==> config.mk <==
export PLATFORM = sky130hd
export DESIGN_NAME = instruction_sequencer
export DESIGN_NICKNAME = d
export VERILOG_FILES = /design/src/rtl/instruction_sequencer.sv
export SDC_FILE = /design/constraint.sdc
export NUM_CORES = 1
export LEC_CHECK = 0
export CORE_ASPECT_RATIO = 1.5
export CORE_MARGIN = 2
export CORE_UTILIZATION = 30
export CTS_CLUSTER_SIZE = 28
export DETAILED_ROUTE_END_ITERATION = 16
export SYNTH_ARGS = -nofsm -noshare
export SYNTH_HDL_FRONTEND = slang
export SYNTH_SLANG_ARGS = --single-unit
==> constraint.sdc <==
create_clock -name clk -period 2.35 [get_ports clk]
set_input_delay 0.47 -clock clk [delete_from_list [all_inputs] [get_ports clk]]
set_output_delay 0.47 -clock clk [all_outputs]
set_load 0.005 [all_outputs]
==> src/rtl/instruction_sequencer.sv <==
// rtl/instruction_sequencer.sv - multi-cycle fetch/decode/execute/mem/write-back sequencer for the RV32I core
module instruction_sequencer #(
    parameter int TIMEOUT_CYCLES = 255
) (
    input  logic        clk,
    input  logic        rst,
    input  logic        run,
    output logic        imem_req,
    input  logic        imem_ready,
    input  logic [31:0] imem_rdata,
    output logic [31:0] ir,
    input  logic        dec_register_write_enable,
    input  logic        dec_memory_write_enable,
    input  logic [1:0]  dec_write_back_select,
    output logic        dmem_req,
    output logic        dmem_we,
    input  logic        dmem_ready,
    output logic        pc_write_enable,
    output logic        rf_write_enable,
    output logic        busy,
    output logic        fault,
    output logic [1:0]  fault_cause,
    output logic [31:0] retired_count
);

    localparam int CW = (TIMEOUT_CYCLES > 255) ? $clog2(TIMEOUT_CYCLES + 1) : 8;
    localparam logic [CW-1:0] TIMEOUT_VAL = CW'(TIMEOUT_CYCLES);
    localparam logic [31:0] NOP = 32'h0000_0013;

    localparam logic [1:0] CAUSE_NONE    = 2'b00;
    localparam logic [1:0] CAUSE_ILLEGAL = 2'b01;
    localparam logic [1:0] CAUSE_FETCH   = 2'b10;
    localparam logic [1:0] CAUSE_DATA    = 2'b11;

    typedef enum logic [2:0] {
        S_IDLE   = 3'd0,
        S_FETCH  = 3'd1,
        S_DECODE = 3'd2,
        S_EXEC   = 3'd3,
        S_MEM    = 3'd4,
        S_WB     = 3'd5,
        S_FAULT  = 3'd6
    } state_t;

    state_t        state;
    state_t        state_next;
    logic [CW-1:0] wait_count;
    logic [1:0]    cause_reg;
    logic [1:0]    cause_next;
    logic          legal_opcode;
    logic          needs_mem;
    logic          wait_expired;
    logic          waiting;
    logic          ready_now;

    always_comb begin
        legal_opcode = 1'b0;
        case (ir[6:0])
            7'b0110011, 7'b0010011, 7'b1100111, 7'b0110111,
            7'b0010111, 7'b1101111, 7'b0000011, 7'b0100011: legal_opcode = 1'b1;
            default:                                         legal_opcode = 1'b0;
        endcase
    end

    assign needs_mem = (dec_register_write_enable && (dec_write_back_select == 2'b00))
                     || dec_memory_write_enable;

    // Ready is only meaningful in the two wait states; elsewhere it is ignored.
    assign waiting      = (state == S_FETCH) || (state == S_MEM);
    assign ready_now    = (state == S_FETCH) ? imem_ready : dmem_ready;
    assign wait_expired = (TIMEOUT_CYCLES != 0) && (wait_count == TIMEOUT_VAL);

    always_ff @(posedge clk) begin
        if (rst) begin
            state <= S_IDLE;
        end else begin
            state <= state_next;
        end
    end

    always_comb begin
        state_next      = state;
        cause_next      = cause_reg;
        imem_req        = 1'b0;
        dmem_req        = 1'b0;
        dmem_we         = 1'b0;
        pc_write_enable = 1'b0;
        rf_write_enable = 1'b0;
        busy            = 1'b1;
        fault           = 1'b0;
        case (state)
            S_IDLE: begin
                busy = 1'b0;
                if (run) state_next = S_FETCH;
            end
            S_FETCH: begin
                imem_req = 1'b1;
                if (imem_ready) begin
                    state_next = S_DECODE;
                end else if (wait_expired) begin
                    state_next = S_FAULT;
                    cause_next = CAUSE_FETCH;
                end
            end
            S_DECODE: begin
                if (legal_opcode) begin
                    state_next = S_EXEC;
                end else begin
                    state_next = S_FAULT;
                    cause_next = CAUSE_ILLEGAL;
                end
            end
            S_EXEC: begin
                state_next = needs_mem ? S_MEM : S_WB;
            end
            S_MEM: begin
                dmem_req = 1'b1;
                dmem_we  = dec_memory_write_enable;
                if (dmem_ready) begin
                    state_next = S_WB;
                end else if (wait_expired) begin
                    state_next = S_FAULT;
                    cause_next = CAUSE_DATA;
                end
            end
            S_WB: begin
                pc_write_enable = 1'b1;
                rf_write_enable = dec_register_write_enable;
                state_next      = run ? S_FETCH : S_IDLE;
            end
            S_FAULT: begin
                busy  = 1'b0;
                fault = 1'b1;
            end
            default: begin
                busy       = 1'b0;
                state_next = S_IDLE;
            end
        endcase
    end

    always_ff @(posedge clk) begin
        if (rst) begin
            wait_count <= '0;
        end else if ((state_next != state)
                     && ((state_next == S_FETCH) || (state_next == S_MEM))) begin
            wait_count <= '0;
        end else if ((state_next == state) && (state_next == S_FETCH || state_next == S_MEM)
                     && waiting && !ready_now) begin
            wait_count <= wait_count + CW'(1);
        end
    end

    always_ff @(posedge clk) begin
        if (rst) begin
            ir            <= NOP;
            retired_count <= 32'd0;
            cause_reg     <= CAUSE_NONE;
        end else begin
            cause_reg <= cause_next;
            if ((state == S_FETCH) && imem_ready) begin
                ir <= imem_rdata;
            end
            if (state == S_WB) begin
                retired_count <= retired_count + 32'd1;
            end
        end
    end

    assign fault_cause = (state == S_FAULT) ? cause_reg : CAUSE_NONE;

endmodule

==> metrics <==
Port-buffer cells 113; Die ar. between 10000 and 15000 µm²; Fin. Hold Viols 0; final wirelength 9010 µm; Area Overhead vs Synth 49.5%; largest net degree at the start of global routing 37; TritonCTS Buffers 9; Post-CTS Hold Fix Bufs 0; Yosys reg bits 77; PwrDens 606 nW/µm²; # diodes 0; Ys Warns 0; M2 GR Usage 0.274; global route overflow 0; asr flop ratio synth 0; Top Registers ir: 32 flops, retired_count: 32 flops, wait_count: 8 flops; Main synth FF type dfxtp_1; H-tree Lvls 3; final worst path period need around 2.3 ns; max cap viols 0; Routed WL per cell 13.1 µm; mapped cell area 3360 µm²; initial antenna violation count 0; startpoint types flop; Final Util 0.457; vias in the first global route 3157; Final Cycle Share 0.963; CP endpoint kind output port; Hold Path Origin ir[18]; Detailed Route Iter0 Violations 90; CTS tree done; chip height 134 µm; CP Data Required Time 1.88 ns; DR DRC count 0; Synthesized Nets 455; critical-path cell list nand2b_4, buf_4, nor2_1, and2_1, clkdlybuf4s50_1; Seq/Total Area, Yosys 0.458; area of the multi-input gates 1710 µm²; Max Freq 442 MHz; Initial Util 0.306; Worst Clk Skew around 0.0064 ns; Register Area 1550 µm²; Total GRT Usage 0.150; HP Class flop to flop; floorplan row count 47; leakage dissipation 1.78 nW; Final TNS setup 0 ns; Max Buffers Root-to-Sink 2; M3 GR Usage 0.0430; post-DP HPWL 6700 µm; Final Wtd Congestion ~0.8; crit-path max FO 14; final setup violating endpoints 0; Clk pin slew, worst setup/hold paths approximately 0.05 ns; Die Wd 90.5 µm; Max-Slew Margin vs Limit 0.588; worst-skew pair later-pin latency 0.33 ns; synthesized instance count 412; syn avg cell area ~8.2 µm²; first-pass GRT wire length 14700 µm; Peak VDD IR between 0.4 and 0.5 mV; vias 3240; Power Total 3.05 mW; most common cell after layout, fill and taps aside clkdlybuf4s50_1; crit path DAT 1.79 ns; routed vias/inst roughly 4.7; GR peak layer met2; Yosys cell types 44; Core ar. 11000 µm²; share of layout cells above drive strength 1 0.0998; Slowest-stage cell, CP clkdlybuf4s50_1; Post-synth EDFFs 0; Crit. Startpoint state[0]; worst-margin pin slew between 0.6 and 0.7 ns; Critical R2R Launch wait_count[0]; # nets final 580; root buffer cell clkbuf_16; I/O pins about 110; Final Max Tran Viols 0; Clock Sink Count 77; status finished clean; Fillers 1100; GRT met1 Usage 0.160; max incr delay on CP 0.50 ns; drt pass-1 iters 4; most frequent cells in the layout 112 x clkdlybuf4s50_1, 80 x nand2_1, 75 x dfxtp_1; postcts setup bufs 0; antenna viol nets, final 0; critical path class flop to output port
[timing repair]
item	CTS	global route
endpoints found under the setup margin	6	8
pin swaps	0	0
resized for setup	4	5
[area by class of cell]
type,count,area share
Clock inverter,2,0.00199
Clock buffer,13,0.0498
Multi-Input combinational cell,305,0.341
Sequential cell,77,0.307
Inverter,9,0.00672
Tap cell,147,0.0366
Timing Repair Buffer,135,0.257
[final timing paths]
kind              depth (start not counted)  slack (ns)            end
setup / recovery                          5        0.09        dmem_we
hold / removal                            2        0.45         ir[18]
setup reg to reg                          8        0.18  wait_count[2]
hold reg to reg                           2        0.45         ir[18]
[layer usage]
layer  vias up  wire length [µm]  part of all wire
met5         -                 0                 0
met4         0               170             0.019
met3        14               437             0.049
met2        70              4810              0.53
met1      1510              3590              0.40
li1       1646                 -                 -
[critical path, delay by kind of cell (launching register included)]
kind,cells,cell delay [ns]
DFF,1,0.38
buffers and inverters,2,0.65
and+or+nand+nor,3,0.44
[synthesized netlist by cell type, drive strengths merged (5+ instances only)]
cell type	count	area, µm²
nand2	82	313
xnor2	12	105
and4	7	66.3
dfxtp	77	1540
a21oi	47	235
o21ai	17	85.1
buf	5	40.0
nand2b	6	37.5
nand3	9	45.0
xor2	14	123
nand4	8	56.3
or3	13	81.3
nor3	8	40.0
and3	11	68.8
clkbuf	16	60.1
nor2	38	145
inv	9	33.8
[cell families (layout without fill, tap and decap cells)]
group / count (synthesis) / after routing / share of synthesized area
buffers and inverters: 30 / 159 / 0.0398
muxes: 2 / 2 / 0.00595
adders and majority gates: 2 / 2 / 0.00744
AOI/OAI and AO/OA: 76 / 76 / 0.131
xor gates and xnor gates: 26 / 26 / 0.0677
DFF: 77 / 77 / 0.458
and+or+nand+nor: 199 / 199 / 0.290
[where the power goes]
group	internal (mW)	total, mW	switching, mW	leakage (nW)
Clock	0.735	1.22	0.489	0.129
Combinational	0.242	0.442	0.201	1.03
Sequential	1.35	1.38	0.0349	0.624
Total	2.32	3.05	0.725	1.78
[stage by stage]
stage	cell area, µm²	hold WS (ns)	instances	setup slack [ns]
after global placement	4740	0.441	673	-0.183
after floorplan	3360	0.441	412	0.394
after global routing	5030	0.473	688	-0.00295
after CTS	5010	0.457	688	0.0405
after detailed placement	4740	0.448	673	-0.204
final	5030	0.452	688	0.0866
No activity file was read; power rests on OpenSTA's default activity.
